$ cat src/rtl/rs_cpu_pkg.sv
// ---------------------------------------------------------------------------
// rs_cpu_pkg
// Shared definitions for the 8-bit accumulator CPU control path:
//   - 4-bit opcode constants
//   - control-unit state encoding (5 bits, so unused codes exist and are
//     recovered to FETCH1)
//   - ALU select constants, written ALUS1..ALUS7 from MSB to LSB
//   - ALU-select class used between the control unit and rs_alus_decode
//   - packed control-strobe bundle
// ---------------------------------------------------------------------------
package rs_cpu_pkg;

    // Opcodes
    localparam logic [3:0] OP_NOP  = 4'h0;
    localparam logic [3:0] OP_LDAC = 4'h1;
    localparam logic [3:0] OP_STAC = 4'h2;
    localparam logic [3:0] OP_MVAC = 4'h3;
    localparam logic [3:0] OP_MOVR = 4'h4;
    localparam logic [3:0] OP_JUMP = 4'h5;
    localparam logic [3:0] OP_JMPZ = 4'h6;
    localparam logic [3:0] OP_JPNZ = 4'h7;
    localparam logic [3:0] OP_ADD  = 4'h8;
    localparam logic [3:0] OP_SUB  = 4'h9;
    localparam logic [3:0] OP_INAC = 4'hA;
    localparam logic [3:0] OP_CLAC = 4'hB;
    localparam logic [3:0] OP_AND  = 4'hC;
    localparam logic [3:0] OP_OR   = 4'hD;
    localparam logic [3:0] OP_XOR  = 4'hE;
    localparam logic [3:0] OP_NOT  = 4'hF;

    // Control-unit states. Codes 16..31 are illegal.
    typedef enum logic [4:0] {
        ST_FETCH1 = 5'd0,
        ST_FETCH2 = 5'd1,
        ST_FETCH3 = 5'd2,
        ST_DECODE = 5'd3,
        ST_OPRD   = 5'd4,
        ST_LD2    = 5'd5,
        ST_LD3    = 5'd6,
        ST_LD4    = 5'd7,
        ST_ST2    = 5'd8,
        ST_ST3    = 5'd9,
        ST_MV1    = 5'd10,
        ST_MR1    = 5'd11,
        ST_JMP1   = 5'd12,
        ST_JMP2   = 5'd13,
        ST_SKIP   = 5'd14,
        ST_ALU1   = 5'd15
    } state_t;

    // What the ALU select lines should do in the current state.
    typedef enum logic [1:0] {
        ALU_CLASS_NONE = 2'd0,  // ALUS all zero
        ALU_CLASS_PASS = 2'd1,  // AC loads the bus value unchanged
        ALU_CLASS_EXEC = 2'd2   // function chosen by the opcode
    } alu_class_t;

    // ALU select constants: bit 6 = ALUS1 ... bit 0 = ALUS7
    localparam logic [6:0] ALUS_PASS = 7'b0100000;
    localparam logic [6:0] ALUS_ADD  = 7'b1100000;
    localparam logic [6:0] ALUS_SUB  = 7'b1011000;
    localparam logic [6:0] ALUS_INAC = 7'b1001000;
    localparam logic [6:0] ALUS_CLAC = 7'b0000000;
    localparam logic [6:0] ALUS_AND  = 7'b0000001;
    localparam logic [6:0] ALUS_OR   = 7'b0000011;
    localparam logic [6:0] ALUS_XOR  = 7'b0000101;
    localparam logic [6:0] ALUS_NOT  = 7'b0000111;

    // Register load / bus enable / memory strobe bundle
    typedef struct packed {
        logic ar_load;
        logic pc_load;
        logic pc_inc;
        logic dr_load;
        logic ir_load;
        logic r_load;
        logic ac_load;
        logic pc_bus;
        logic dr_bus;
        logic r_bus;
        logic ac_bus;
        logic mem_bus;
        logic mem_read;
        logic mem_write;
    } ctrl_t;

endpackage

$ cat src/rtl/rs_alus_decode.sv
// ---------------------------------------------------------------------------
// rs_alus_decode
// Combinational mapping from (opcode, ALU class) to the seven ALU select
// lines.
//   ir_in     in  4  opcode from the instruction register
//   alu_class in  2  NONE / PASS / EXEC for the current control state
//   alus      out 7  ALU select, bit 6 = ALUS1 ... bit 0 = ALUS7
// ---------------------------------------------------------------------------
module rs_alus_decode
    import rs_cpu_pkg::*;
(
    input  logic [3:0]  ir_in,
    input  alu_class_t  alu_class,
    output logic [6:0]  alus
);

    always_comb begin
        alus = 7'b0000000;
        case (alu_class)
            ALU_CLASS_PASS: alus = ALUS_PASS;
            ALU_CLASS_EXEC: begin
                case (ir_in)
                    OP_ADD:  alus = ALUS_ADD;
                    OP_SUB:  alus = ALUS_SUB;
                    OP_INAC: alus = ALUS_INAC;
                    OP_CLAC: alus = ALUS_CLAC;
                    OP_AND:  alus = ALUS_AND;
                    OP_OR:   alus = ALUS_OR;
                    OP_XOR:  alus = ALUS_XOR;
                    OP_NOT:  alus = ALUS_NOT;
                    default: alus = 7'b0000000;
                endcase
            end
            default: alus = 7'b0000000;
        endcase
    end

endmodule

$ cat src/rtl/rs_control_unit.sv
// ---------------------------------------------------------------------------
// rs_control_unit
// Hardwired Moore control unit for the 8-bit accumulator CPU. Sequences
// fetch / decode / execute, holds the Z flag and resolves conditional jumps.
//   CLK, RESET               clock, synchronous active-high reset
//   IR_IN[3:0]               opcode (used from DECODE onward)
//   Z_FROMAC                 zero indication of the ALU result
//   Z_FLAG                   registered Z flag
//   AR/PC/DR/IR/R/AC_LOAD    register load strobes, PC_INC increment strobe
//   PC/DR/R/AC/MEM_BUS       bus drive enables
//   MEM_READ, MEM_WRITE      memory strobes
//   ALUS1..ALUS7             ALU function select
// Every output is forced to 0 while RESET is high, so a reset arriving in a
// store cycle cannot produce a write.
// ---------------------------------------------------------------------------
module rs_control_unit
    import rs_cpu_pkg::*;
(
    input  logic       CLK,
    input  logic       RESET,
    input  logic [3:0] IR_IN,
    input  logic       Z_FROMAC,
    output logic       Z_FLAG,
    output logic       AR_LOAD,
    output logic       PC_LOAD,
    output logic       PC_INC,
    output logic       DR_LOAD,
    output logic       IR_LOAD,
    output logic       R_LOAD,
    output logic       AC_LOAD,
    output logic       PC_BUS,
    output logic       DR_BUS,
    output logic       R_BUS,
    output logic       AC_BUS,
    output logic       MEM_BUS,
    output logic       MEM_READ,
    output logic       MEM_WRITE,
    output logic       ALUS1,
    output logic       ALUS2,
    output logic       ALUS3,
    output logic       ALUS4,
    output logic       ALUS5,
    output logic       ALUS6,
    output logic       ALUS7
);

    localparam int CTRL_W = $bits(ctrl_t);
    localparam int OUT_W  = CTRL_W + 7 + 1;

    state_t     state_reg;
    state_t     state_next;
    logic       z_flag_reg;
    logic       z_flag_next;
    ctrl_t      ctrl_raw;
    ctrl_t      ctrl_out;
    alu_class_t alu_class;
    logic [6:0] alus_raw;
    logic [6:0] alus_out;
    logic [OUT_W-1:0] out_raw;
    logic [OUT_W-1:0] out_gated;

    // State and flag registers
    always_ff @(posedge CLK) begin
        if (RESET) begin
            state_reg  <= ST_FETCH1;
            z_flag_reg <= 1'b0;
        end else begin
            state_reg  <= state_next;
            z_flag_reg <= z_flag_next;
        end
    end

    // ALU1 is reached only by the eight flag-setting ALU opcodes.
    always_comb begin
        z_flag_next = z_flag_reg;
        if (state_reg == ST_ALU1) begin
            z_flag_next = Z_FROMAC;
        end
    end

    // Next-state logic
    always_comb begin
        state_next = ST_FETCH1;
        case (state_reg)
            ST_FETCH1: state_next = ST_FETCH2;
            ST_FETCH2: state_next = ST_FETCH3;
            ST_FETCH3: state_next = ST_DECODE;
            ST_DECODE: begin
                case (IR_IN)
                    OP_NOP:  state_next = ST_FETCH1;
                    OP_LDAC: state_next = ST_OPRD;
                    OP_STAC: state_next = ST_OPRD;
                    OP_MVAC: state_next = ST_MV1;
                    OP_MOVR: state_next = ST_MR1;
                    OP_JUMP: state_next = ST_JMP1;
                    OP_JMPZ: state_next = z_flag_reg ? ST_JMP1 : ST_SKIP;
                    OP_JPNZ: state_next = z_flag_reg ? ST_SKIP : ST_JMP1;
                    default: state_next = ST_ALU1;
                endcase
            end
            // OPRD is shared by LDAC and STAC; the opcode picks the branch.
            ST_OPRD:   state_next = (IR_IN == OP_STAC) ? ST_ST2 : ST_LD2;
            ST_LD2:    state_next = ST_LD3;
            ST_LD3:    state_next = ST_LD4;
            ST_ST2:    state_next = ST_ST3;
            ST_JMP1:   state_next = ST_JMP2;
            default:   state_next = ST_FETCH1;
        endcase
    end

    // Moore output decode
    always_comb begin
        ctrl_raw  = '0;
        alu_class = ALU_CLASS_NONE;
        case (state_reg)
            ST_FETCH1, ST_DECODE: begin
                ctrl_raw.pc_bus  = 1'b1;
                ctrl_raw.ar_load = 1'b1;
            end
            ST_FETCH2, ST_OPRD: begin
                ctrl_raw.mem_read = 1'b1;
                ctrl_raw.mem_bus  = 1'b1;
                ctrl_raw.dr_load  = 1'b1;
                ctrl_raw.pc_inc   = 1'b1;
            end
            ST_FETCH3: begin
                ctrl_raw.dr_bus  = 1'b1;
                ctrl_raw.ir_load = 1'b1;
            end
            ST_LD2, ST_ST2: begin
                ctrl_raw.dr_bus  = 1'b1;
                ctrl_raw.ar_load = 1'b1;
            end
            // Operand read without PC increment: the PC is about to be
            // reloaded or the second read uses an address from DR.
            ST_LD3, ST_JMP1: begin
                ctrl_raw.mem_read = 1'b1;
                ctrl_raw.mem_bus  = 1'b1;
                ctrl_raw.dr_load  = 1'b1;
            end
            ST_LD4: begin
                ctrl_raw.dr_bus  = 1'b1;
                ctrl_raw.ac_load = 1'b1;
                alu_class        = ALU_CLASS_PASS;
            end
            ST_ST3: begin
                ctrl_raw.ac_bus    = 1'b1;
                ctrl_raw.mem_write = 1'b1;
            end
            ST_MV1: begin
                ctrl_raw.ac_bus = 1'b1;
                ctrl_raw.r_load = 1'b1;
            end
            ST_MR1: begin
                ctrl_raw.r_bus   = 1'b1;
                ctrl_raw.ac_load = 1'b1;
                alu_class        = ALU_CLASS_PASS;
            end
            ST_JMP2: begin
                ctrl_raw.dr_bus  = 1'b1;
                ctrl_raw.pc_load = 1'b1;
            end
            ST_SKIP: begin
                ctrl_raw.pc_inc = 1'b1;
            end
            ST_ALU1: begin
                // INAC, CLAC and NOT work on AC alone; the rest take R.
                ctrl_raw.ac_load = 1'b1;
                ctrl_raw.r_bus   = !((IR_IN == OP_INAC) || (IR_IN == OP_CLAC) ||
                                     (IR_IN == OP_NOT));
                alu_class        = ALU_CLASS_EXEC;
            end
            default: begin
                ctrl_raw  = '0;
                alu_class = ALU_CLASS_NONE;
            end
        endcase
    end

    rs_alus_decode u_alus_decode (
        .ir_in     (IR_IN),
        .alu_class (alu_class),
        .alus      (alus_raw)
    );

    // Force every output low while reset is asserted.
    assign out_raw = {ctrl_raw, alus_raw, z_flag_reg};

    generate
        for (genvar gi = 0; gi < OUT_W; gi++) begin : g_reset_gate
            assign out_gated[gi] = out_raw[gi] & ~RESET;
        end
    endgenerate

    assign ctrl_out = ctrl_t'(out_gated[OUT_W-1 -: CTRL_W]);
    assign alus_out = out_gated[7:1];
    assign Z_FLAG   = out_gated[0];

    assign AR_LOAD   = ctrl_out.ar_load;
    assign PC_LOAD   = ctrl_out.pc_load;
    assign PC_INC    = ctrl_out.pc_inc;
    assign DR_LOAD   = ctrl_out.dr_load;
    assign IR_LOAD   = ctrl_out.ir_load;
    assign R_LOAD    = ctrl_out.r_load;
    assign AC_LOAD   = ctrl_out.ac_load;
    assign PC_BUS    = ctrl_out.pc_bus;
    assign DR_BUS    = ctrl_out.dr_bus;
    assign R_BUS     = ctrl_out.r_bus;
    assign AC_BUS    = ctrl_out.ac_bus;
    assign MEM_BUS   = ctrl_out.mem_bus;
    assign MEM_READ  = ctrl_out.mem_read;
    assign MEM_WRITE = ctrl_out.mem_write;

    assign ALUS1 = alus_out[6];
    assign ALUS2 = alus_out[5];
    assign ALUS3 = alus_out[4];
    assign ALUS4 = alus_out[3];
    assign ALUS5 = alus_out[2];
    assign ALUS6 = alus_out[1];
    assign ALUS7 = alus_out[0];

endmodule

$ cat config.mk
export PLATFORM = sky130hd
export DESIGN_NAME = rs_control_unit
export DESIGN_NICKNAME = d
export VERILOG_FILES = /design/src/rtl/rs_cpu_pkg.sv /design/src/rtl/rs_alus_decode.sv /design/src/rtl/rs_control_unit.sv
export SDC_FILE = /design/constraint.sdc
export NUM_CORES = 1
export LEC_CHECK = 0
export BUFFER_PORTS_ARGS = -buffer_cell sky130_fd_sc_hd__clkbuf_2
export CAP_MARGIN = 10
export CORE_ASPECT_RATIO = 0.6
export CORE_MARGIN = 2
export CORE_UTILIZATION = 31
export DETAILED_ROUTE_END_ITERATION = 16
export PLACE_DENSITY_LB_ADDON = 0.1
export SETUP_SLACK_MARGIN = 0.1
export SLEW_MARGIN = 0
export SYNTH_ARGS = -nofsm -noshare
export SYNTH_HDL_FRONTEND = slang
export SYNTH_SLANG_ARGS = --single-unit
$ cat constraint.sdc
create_clock -name CLK -period 1.55 [get_ports CLK]
set_input_delay 0.0775 -clock CLK [delete_from_list [all_inputs] [get_ports CLK]]
set_output_delay 0.0775 -clock CLK [all_outputs]
set_load 0.01 [all_outputs]
==> flow_metrics.tcl <==
set metrics [dict create \
    coreArea_mm2 0.00226 \
    hold_viol_final 0 \
    synth_edf_count 0 \
    die_y_um 42.7 \
    ys_seq_elements 5 \
    path_clk_slew_ps 30 \
    grt_pass1_wl_um 3370 \
    period_needed_ps 1790 \
    vias_per_cell 5.04 \
    nNetsFinal 164 \
    clock.fmax_ghz 0.558 \
    failed_checks "negative setup slack" \
    drc 0 \
    irDropWorstVdd_uv 472 \
    dieArea_mm2 0.00292 \
    drt-wirelength-per-cell_um 12.0 \
    synth_ff_type "dfxtp_1" \
    cp_max_fo 3 \
    power.leakage_uw 0.000581 \
    hold_class "input pin to flop" \
    r2r-start "state_reg[3]$_SDFF_PP0_" \
    min-delay-start "Z_FROMAC" \
    synth.distinct_cells 42 \
    ios 29 \
    synthMuxAreaShare_pct 2.76 \
    grt_max_degree 19 \
    syn_area_um2 772 \
    grt_setup_unrepaired "yes" \
    vias 907 \
    cts_tree "built" \
    first_pass_iters 4 \
    fin_crit_sh_pct 116 \
    maxSlewViolCount 0 \
    area_delta_synth_final_pct 57.7 \
    max_slew_margin_pct 74.6 \
    grt_pass1_vias 716 \
    gp_congestion 0.710 \
    arrival_ps 1710 \
    start_kind "flop" \
    setup_viol 7 \
    required_ps 1470 \
    routed_wl_um 2150 \
    fin_util_pct 53.8 \
    drv_cap 0 \
    numCtsBuffers 3 \
    synth_top_family_by_area "simple AND/OR/NAND/NOR gates" \
    antenna_found_initial 0 \
    grt.overflow.total 0 \
    drtIter0Drc 49 \
    status "finished with violations" \
    initial_core_util_pct 34.1 \
    p_per_area_mw_per_mm2 694 \
    diodes 0 \
    hold_buffers 0 \
    clockBufferDepth 2 \
    grt_use_total_pct 15.1 \
    h-tree-depth 1 \
    dieWidth_um 68.4 \
    syn_area_per_cell_um2 7.21 \
    clock_sinks 5 \
    critPathLaunch "state_reg[2]$_SDFF_PP0_" \
    synth_adder_area_share_pct 9.72 \
    synth_xor_area_share_pct 4.54 \
    critPathKind "flop to output port" \
    rows 13 \
    synth-compound-area-share_pct 19.9 \
    clock_latency_ps 220 \
    synth_top_area_share_pct 13.0 \
    synth_top_cells_by_area "dfxtp_1 (13%), ha_1 (9.7%), nor2_1 (7.3%)" \
    detail-route-antenna-nets 0 \
    fin_skew_ps 0.0634 \
    synth-simple-area-share_pct 38.9 \
    cts-root-buf "clkbuf_8" \
    synth_top_area_cell "dfxtp_1" \
    yosysSeqAreaShare_pct 13.0 \
    drive_above_1_share_pct 50.7 \
    tns_ps -1410 \
    tightest_slew_ps 381 \
    post-place-ws_ps -192 \
    largest_register_ff_count 4 \
    io_buffers 28 \
    cp-end-kind "output port" \
    synth_fp_nets 120 \
    synthArstFlopShare_pct 0 \
    yosysWarnings 0 \
    synth_cells 107 \
    worst_slack_ps -242 \
    hpwl_um 1540 \
]
## cells in the mapped netlist, types with 2 or more instances
cell	n
o21ai_1	2
and3_1	2
nand2_1	6
nor4_1	2
inv_2	2
buf_4	6
nor2_1	15
inv_1	4
nand4b_1	2
and2_1	4
buf_2	3
xor2_1	4
nor2b_1	3
nand2b_1	3
a31oi_1	3
dfxtp_1	5
a21oi_1	6
or2_1	2
ha_1	6
nor3_1	5
## critical path: stages, from the launching register on
cell     delay (ps)
dfxtp_2         310
xor2_1          150
and2_4          160
ha_4            220
nor3b_4         210
and3_4          220
and2_4          130
buf_6            90
## what timing repair did
item	4_1_cts	5_1_grt
gates resized for setup	21	18
pin swaps	10	7
endpoints found under the setup margin	13	22
setup buffers	5	5
## cells by family after synthesis
group,after synthesis
buffers and inverters,16
adders and majority gates,6
xor gates and xnor gates,4
muxes,2
DFF,5
and+or+nand+nor,53
AOI/OAI and AO/OA,21
## per-stage QoR
step	instance area (um^2)	total power [uW]	instances	hold slack, ps
detailed placement	981	533	166	322
global placement	981	532	166	321
global route	1220	908	180	141
finish	1220	845	180	93.8
CTS	1160	834	175	90.6
floorplan	795	444	107	194
## final timing paths
| check | end | slack, ps | depth (start not counted) |
|---|---|---|---|
| setup / recovery | ALUS5 | -240 | 7 |
| hold / removal | z_flag_reg$_SDFFE_PP0P_ | 90 | 3 |
| setup reg to reg | state_reg[1]$_SDFF_PP0_ | 150 | 6 |
| hold reg to reg | z_flag_reg$_SDFFE_PP0P_ | 520 | 2 |
## metal layers
metal / GRT usage, % / wire, um
met4: 6.00 / 0
met5: 0 / 0
met2: 19.4 / 919
met3: 0.796 / 114
met1: 24.8 / 1120
## final cells by class
class / count / area (um^2)
Multi-Input combinational cell: 86 / 659
Sequential cell: 5 / 105
Timing Repair Buffer: 49 / 345
Tap cell: 30 / 37.5
Clock buffer: 4 / 45.0
Inverter: 6 / 25.0
Fill cell: 232 / 1040
## placed cells by master, fill, tap and decap left out, types with 2 or more instances in the layout
| cell type | count |
|---|---|
| buf_4 | 18 |
| clkbuf_2 | 16 |
| nor2_1 | 14 |
| buf_2 | 9 |
| nand2_1 | 6 |
| a21oi_1 | 6 |
| nor3_1 | 5 |
| and2_4 | 4 |
| xor2_1 | 4 |
| inv_1 | 4 |
| ha_1 | 4 |
| buf_6 | 4 |
| dfxtp_2 | 4 |
| a31oi_1 | 3 |
| nand2b_1 | 3 |
| clkbuf_8 | 3 |
| nor2_2 | 2 |
| o21ai_1 | 2 |
| nand4b_1 | 2 |
| nor4_1 | 2 |
| ha_4 | 2 |
| buf_12 | 2 |
## power breakdown
group	switching (uW)	leakage, uW	internal [uW]	total [uW]
clock	62.5	0.0000228	176	239
combinational	248	0.000516	200	448
sequential	8.72	0.0000424	149	157
total	319	0.000581	525	845
(Power assumes the default switching activity.)
